===== src/rtl/id_ex_stage.sv =====
// ID/EX pipeline register: operand forwarding from EX/WB, load-use stall and bubble insertion.
// Optional performance counters are enabled with `define ID_EX_PERF_EN.
module id_ex_stage #(
  parameter int unsigned XLEN       = 32,
  parameter int unsigned REG_ADDR_W = 5
) (
  input  logic                  clk_i,
  input  logic                  rst_ni,
  input  logic                  id_valid_i,
  input  logic [REG_ADDR_W-1:0] id_rs1_i,
  input  logic [REG_ADDR_W-1:0] id_rs2_i,
  input  logic [REG_ADDR_W-1:0] id_rd_i,
  input  logic [XLEN-1:0]       id_rs1_data_i,
  input  logic [XLEN-1:0]       id_rs2_data_i,
  input  logic [XLEN-1:0]       id_imm_i,
  input  logic                  id_use_imm_i,
  input  logic [2:0]            id_alu3_i,
  input  logic [6:0]            id_alu7_i,
  input  logic                  id_reg_write_i,
  input  logic                  id_mem_read_i,
  input  logic [XLEN-1:0]       ex_result_i,
  input  logic                  wb_valid_i,
  input  logic [REG_ADDR_W-1:0] wb_rd_i,
  input  logic [XLEN-1:0]       wb_data_i,
  input  logic                  flush_i,
  output logic                  stall_o,
  output logic                  ex_valid_o,
  output logic [XLEN-1:0]       ex_src1_o,
  output logic [XLEN-1:0]       ex_src2_o,
  output logic [XLEN-1:0]       ex_rs2_data_o,
  output logic [2:0]            ex_alu3_o,
  output logic [6:0]            ex_alu7_o,
  output logic [REG_ADDR_W-1:0] ex_rd_o,
  output logic                  ex_reg_write_o,
  output logic                  ex_mem_read_o
`ifdef ID_EX_PERF_EN
  ,
  output logic [31:0]           stall_cnt_o,
  output logic [31:0]           bubble_cnt_o
`endif
);

  localparam logic [2:0] ALU3_ADD   = 3'b000;
  localparam logic [6:0] ALU7_I_STD = 7'b0000000;

  logic                  r_valid;
  logic                  r_reg_write;
  logic                  r_mem_read;
  logic [XLEN-1:0]       r_src1;
  logic [XLEN-1:0]       r_src2;
  logic [XLEN-1:0]       r_rs2_data;
  logic [2:0]            r_alu3;
  logic [6:0]            r_alu7;
  logic [REG_ADDR_W-1:0] r_rd;

  logic                  w_ex_fwd_en;
  logic                  w_hazard;
  logic                  w_bubble;
  logic [XLEN-1:0]       w_fwd1;
  logic [XLEN-1:0]       w_fwd2;

  // A load in EX has no result yet, so it never forwards from EX; bubbles never forward.
  assign w_ex_fwd_en = r_valid & r_reg_write & ~r_mem_read;

  always_comb begin
    w_fwd1 = id_rs1_data_i;
    if (id_rs1_i == '0)
      w_fwd1 = '0;
    else if (w_ex_fwd_en && (r_rd == id_rs1_i))
      w_fwd1 = ex_result_i;
    else if (wb_valid_i && (wb_rd_i == id_rs1_i))
      w_fwd1 = wb_data_i;
  end

  always_comb begin
    w_fwd2 = id_rs2_data_i;
    if (id_rs2_i == '0)
      w_fwd2 = '0;
    else if (w_ex_fwd_en && (r_rd == id_rs2_i))
      w_fwd2 = ex_result_i;
    else if (wb_valid_i && (wb_rd_i == id_rs2_i))
      w_fwd2 = wb_data_i;
  end

  assign w_hazard = id_valid_i & r_valid & r_mem_read & (r_rd != '0) &
                    ((r_rd == id_rs1_i) | ((r_rd == id_rs2_i) & ~id_use_imm_i));
  assign w_bubble = flush_i | w_hazard;
  assign stall_o  = w_hazard & ~flush_i;

  // Data fields are captured even for bubbles; only the control bits are cleared.
  always_ff @(posedge clk_i or negedge rst_ni) begin
    if (!rst_ni) begin
      r_valid     <= 1'b0;
      r_reg_write <= 1'b0;
      r_mem_read  <= 1'b0;
      r_src1      <= '0;
      r_src2      <= '0;
      r_rs2_data  <= '0;
      r_alu3      <= ALU3_ADD;
      r_alu7      <= ALU7_I_STD;
      r_rd        <= '0;
    end else begin
      r_src1     <= w_fwd1;
      r_src2     <= id_use_imm_i ? id_imm_i : w_fwd2;
      r_rs2_data <= w_fwd2;
      r_alu3     <= id_alu3_i;
      r_alu7     <= id_alu7_i;
      r_rd       <= id_rd_i;
      if (w_bubble) begin
        r_valid     <= 1'b0;
        r_reg_write <= 1'b0;
        r_mem_read  <= 1'b0;
      end else begin
        r_valid     <= id_valid_i;
        r_reg_write <= id_reg_write_i & id_valid_i;
        r_mem_read  <= id_mem_read_i & id_valid_i;
      end
    end
  end

  assign ex_valid_o     = r_valid;
  assign ex_reg_write_o = r_reg_write;
  assign ex_mem_read_o  = r_mem_read;
  assign ex_src1_o      = r_src1;
  assign ex_src2_o      = r_src2;
  assign ex_rs2_data_o  = r_rs2_data;
  assign ex_alu3_o      = r_alu3;
  assign ex_alu7_o      = r_alu7;
  assign ex_rd_o        = r_rd;

`ifdef ID_EX_PERF_EN
  logic [31:0] r_stall_cnt;
  logic [31:0] r_bubble_cnt;

  always_ff @(posedge clk_i or negedge rst_ni) begin
    if (!rst_ni) begin
      r_stall_cnt  <= '0;
      r_bubble_cnt <= '0;
    end else begin
      if (stall_o)
        r_stall_cnt <= r_stall_cnt + 32'd1;
      if (w_bubble)
        r_bubble_cnt <= r_bubble_cnt + 32'd1;
    end
  end

  assign stall_cnt_o  = r_stall_cnt;
  assign bubble_cnt_o = r_bubble_cnt;
`endif

endmodule

===== config.mk =====
export PLATFORM = sky130hd
export DESIGN_NAME = id_ex_stage
export DESIGN_NICKNAME = d
export VERILOG_FILES = /design/src/rtl/id_ex_stage.sv
export SDC_FILE = /design/constraint.sdc
export NUM_CORES = 1
export LEC_CHECK = 0
export BUFFER_PORTS_ARGS = -buffer_cell sky130_fd_sc_hd__buf_4
export CAP_MARGIN = 20
export CORE_AREA = 2 2 122 124
export CTS_BUF_LIST = sky130_fd_sc_hd__clkbuf_8
export CTS_CLUSTER_SIZE = 12
export DETAILED_ROUTE_END_ITERATION = 8
export DIE_AREA = 0 0 124 126
export GPL_TIMING_DRIVEN = 0
export PLACE_DENSITY_LB_ADDON = 0.12
export SLEW_MARGIN = 25
export SYNTH_ARGS = -nofsm -noshare
export SYNTH_HDL_FRONTEND = slang
export SYNTH_SLANG_ARGS = --single-unit

===== constraint.sdc =====
create_clock -name clk_i -period 1.64 [get_ports clk_i]
set_input_delay 0.082 -clock clk_i [delete_from_list [all_inputs] [get_ports clk_i]]
set_output_delay 0.082 -clock clk_i [all_outputs]
set_load 0.1 [all_outputs]

# == Word-level counts from Yosys, hierarchy flattened ==
# Cells that the tools add are included.
# totals
regBits,114
out_inout_bits,115
word_cells,45
# op_classes
n_eq_ne,4
n_mux,10
bitwise,15
reduce_logical,7
# op_table
operator,n
two-way mux 32 bit,7
equality test 5 bit,4
bitwise AND 1 bit,10
logical NOT 5 bit,2
nonzero test 5 bit,1
logical AND 1 bit,4
two-way mux 1 bit,3
inverter 1 bit,3
bitwise OR 1 bit,2

# == Depth between registers and ports, before layout ==
# depth
ltp_word,6
depth_mapped,7
mapped_depth_nobuf,5

# == Worst setup path after synthesis ==
# No wires, ideal clock.
# synth_timing
path_kind,flip-flop to output port
start,register r_rd[2] (netlist: ex_rd_o[2])
end,output port stall_o
arrival_ns,3.150
required_ns,1.558
setup_slack_ns,-1.592
stages_incl_launch_ff,6
n_path_buf,0
cell_sequence,dfrtp_1 > xnor2_1 > nand3_1 > or3_1 > a21oi_1 > nor2b_1
# synth_between
elab_chain_len,5
# synth_lines
element,line_no,text
"start, declared",54,logic [REG_ADDR_W-1:0] r_rd;
"start signal, assigned",108,r_rd <= id_rd_i;
equality test 5 bit,86,((r_rd == id_rs1_i) | ((r_rd == id_rs2_i) & ~id_use_imm_i));
bitwise AND 1 bit,86,
bitwise OR 1 bit,86,
bitwise AND 1 bit *,85,assign w_hazard = id_valid_i & r_valid & r_mem_read & (r_rd != '0) &
bitwise AND 1 bit *,88,assign stall_o = w_hazard & ~flush_i;
"end, declared",26,"output logic stall_o,"
# Every way passes the cells marked *; elsewhere a longest branch is shown, timed or not.

# == Worst setup path in the final report ==
# layout_timing
start,register r_rd[2] (netlist: ex_rd_o[2])
end,register r_src1[15] (netlist: ex_src1_o[15])
# layout_between
elab_chain_len,4
# layout_lines
element,line_no,text
equality test 5 bit,69,else if (w_ex_fwd_en && (r_rd == id_rs1_i))
logical AND 1 bit,69,
two-way mux 32 bit,69,
two-way mux 32 bit,67,if (id_rs1_i == '0)
net w_fwd1[15],59,logic [XLEN-1:0] w_fwd1;
"end signal, assigned",103,r_src1 <= w_fwd1;
"end, declared",49,logic [XLEN-1:0] r_src1;
# The timed path passes the listed nets, and every way through them passes these cells.

==> metrics.csv <==
metric,value,unit
status,finished with violations,
violations,negative setup slack,
cp_top_family,simple AND/OR/NAND/NOR gates,
drive_above_1_share,61.2,%
die_area,0.0156,sq mm
nNetsFinal,1175,
ant_nets,0,
crit_fanout,6,
synth_cells,523,
wl_per_cell,22.5,um
maxSlewHeadroom,30.8,%
vdd_drop_max,0.469,mV
fmax,457,MHz
grt_use_total,32.6,%
synth_most_common_cell,dfrtp_1,
finalPower,8.95,mW
synth_top_area_share,51.0,%
antenna_cells,0,
syn_area,0.00559,sq mm
gp_congestion,0.872,
ios,313,
die_w,124,um
synthArstFlopShare,100,%
antenna_found_initial,0,
path_cells,xnor2_2 > nand3_2 > buf_4 > or4b_4 > buf_12 > clkbuf_16 > nor2_4 > a211oi_2,
std_cell_rows,44,
syn_nets,721,
ctsHtreeMaxLevel,4,
slowest_delay,0.57,ns
drc,0,
synth-edff-count,0,
path_class,reg2reg,
yosys-top-cells-count,"dfrtp_1 (114), nor2_1 (67), nand2_1 (34)",
setup_ws,-0.549,ns
n_fill_cell,799,
ys.flop_type,dfrtp_1,
firstDrtPassIters,5,
clock_path_buffers,2,
swShare,39.4,%
numPortBuffers,312,
fin_crit_sh,133,%
avgSynthCellArea,10.7,sq um
synthTopCellsByArea,"dfrtp_1 (51%), o41ai_2 (8.4%), mux2i_1 (5.7%)",
syn_to_final_growth,107,%
clkPwrFrac,28.2,%
final_hold_viol_count,0,
worstHoldPathType,in2reg,
start_kind,flip-flop,
tightest_slew,1.04,ns
core,0.0143,sq mm
rr_worst_depth,8,
overflow,0,
power_density,772,mW/mm^2
yosysUniqueCellTypes,35,
rsz0062_at_grt,true,
post-synth-top-area-cell,dfrtp_1,
drt_iter0_drc,442,
cts_tree,done,
finalSetupViolCount,100,
numCtsBuffers,17,
p_sw,3.52,mW
cp.arrival,2.48,ns
yosysWarnings,0,
drv_cap,0,
power_frac_seq,34.6,%
finalCriticalPeriod,2.19,ns
fp.dieH,126,um
path_buf_inv,3,
dr_total_vias,6481,
cts_sinks,114,
cp_slowest_cell,or4b_4,
grt_pass1_wl,38200,um
drv_slew,0,
power_frac_comb,37.2,%
end_kind,flip-flop,
intPower,5.43,mW
cp.required,1.93,ns
yosysSeqAreaShare,51.0,%
place_ws,-0.474,ns
wl,26300,um
clk_pin_slew,0.07,ns
hpwl,15500,um
vias_per_cell,5.53,
clk_latency,0.46,ns
root_buffer,clkbuf_8,
cp_num_cells,8,
initial_core_util,39.0,%
p_leak,5.18,nW
grt_pass1_vias,7080,
grt_start_max_net_pins,77,
ys_seq_elements,114,
clock_skew,0.0111,ns
holdPathStages,3,
[power by group through the flow]
stage	Combinational [mW]	Sequential, mW	Clock (mW)
floorplan	0.437	4.58	0
global placement	2.83	3.13	0
detailed placement	2.86	3.14	0
CTS	3.22	3.09	2.51
global route	3.44	3.10	2.66
finish	3.33	3.09	2.52
[what timing repair did]
| action | 4_1_cts | 5_1_grt |
|---|---|---|
| hold buffers | 98 | 0 |
| setup endpoints to repair | 99 | 100 |
| buffers inserted | 12 | 2 |
| hold endpoints to repair | 228 | 0 |
| cloned | 9 | 2 |
| pin swaps | 19 | 24 |
| gates resized for setup | 196 | 48 |
[worst min-delay path, cell delays in order]
cell and delay [ns]:
buf_4 0.11, mux2i_1 0.15, a211oi_2 0.09
[layout by cell type (no fill, tap or decap), types with 9 or more instances in the layout]
cell type,n
o21ai_0,31
dfrtp_1,106
nor3_4,11
clkbuf_1,19
mux2i_1,32
clkbuf_8,22
o41ai_2,24
buf_2,9
xor2_1,11
nor3_2,22
nand2_1,34
clkbuf_16,13
nor2_4,61
a211oi_2,32
buf_6,10
buf_4,316
inv_1,33
dlygate4sd3_1,98
o311a_4,29
[final cells by class]
type	instances	area [sq um]	area share, %
clock buffer	22	303	2.61
sequential	114	2880	24.8
tap	184	230	1.99
inverter	32	120	1.04
multi-input combinational	332	3770	32.6
timing repair buffer	435	3770	32.6
buffer	45	448	3.87
clock inverter	7	58.8	0.508
[logic make-up (layout without fill, tap and decap cells)]
kind of cell,Yosys count,count (layout),share of synthesized area (%)
compound gates,130,130,22.1
mux,32,32,5.73
simple gates,150,150,12.1
xor+xnor,20,20,3.13
flops,114,114,51.0
buf+inv,77,541,5.95
[metal layers]
layer	GRT usage (%)	share of wire [%]	vias up
met5	0	0	-
met4	15.1	3.6	0
met1	37.8	38	3180
met2	56.9	51	400
li1	-	-	2815
met3	6.79	7.5	86
[flip-flops by register name, summed over array words and instances, names as in the netlist]
name	cells
ex_alu3_o	3
ex_alu7_o	7
ex_mem_read_o	1
ex_rd_o	5
ex_reg_write_o	1
ex_rs2_data_o	32
ex_src1_o	32
ex_src2_o	32
ex_valid_o	1
[worst paths after layout]
path / startpoint / to / slack [ns]
hold / removal: id_rs1_data_i[18] / ex_src1_o[18]$_DFF_PN0_ / 0.009
hold reg to reg: ex_mem_read_o$_DFF_PN0_ / ex_mem_read_o$_DFF_PN0_ / 0.85
setup / recovery: ex_rd_o[2]$_DFF_PN0_ / ex_src1_o[15]$_DFF_PN0_ / -0.55
min in group asynchronous: rst_ni / ex_alu7_o[3]$_DFF_PN0_ / 0.10
setup reg to reg: ex_rd_o[2]$_DFF_PN0_ / ex_src1_o[15]$_DFF_PN0_ / -0.55
max in group asynchronous: rst_ni / ex_rs2_data_o[9]$_DFF_PN0_ / 0.81
[through the flow]
step,std cells,hold slack [ns],cell area [sq um],utilization (%),setup TNS [ns]
CTS,1168,0.000851,11200,78.5,-33.77
floorplan,523,-0.214,5920,-,-22.80
global route,1171,0.0120,11600,80.9,-44.74
finish,1171,0.00882,11600,80.9,-37.23
detailed placement,1020,0.0207,8530,59.6,-31.76
global placement,1019,0.191,8500,59.4,-30.89
No activity file was read; power rests on OpenSTA's default activity.
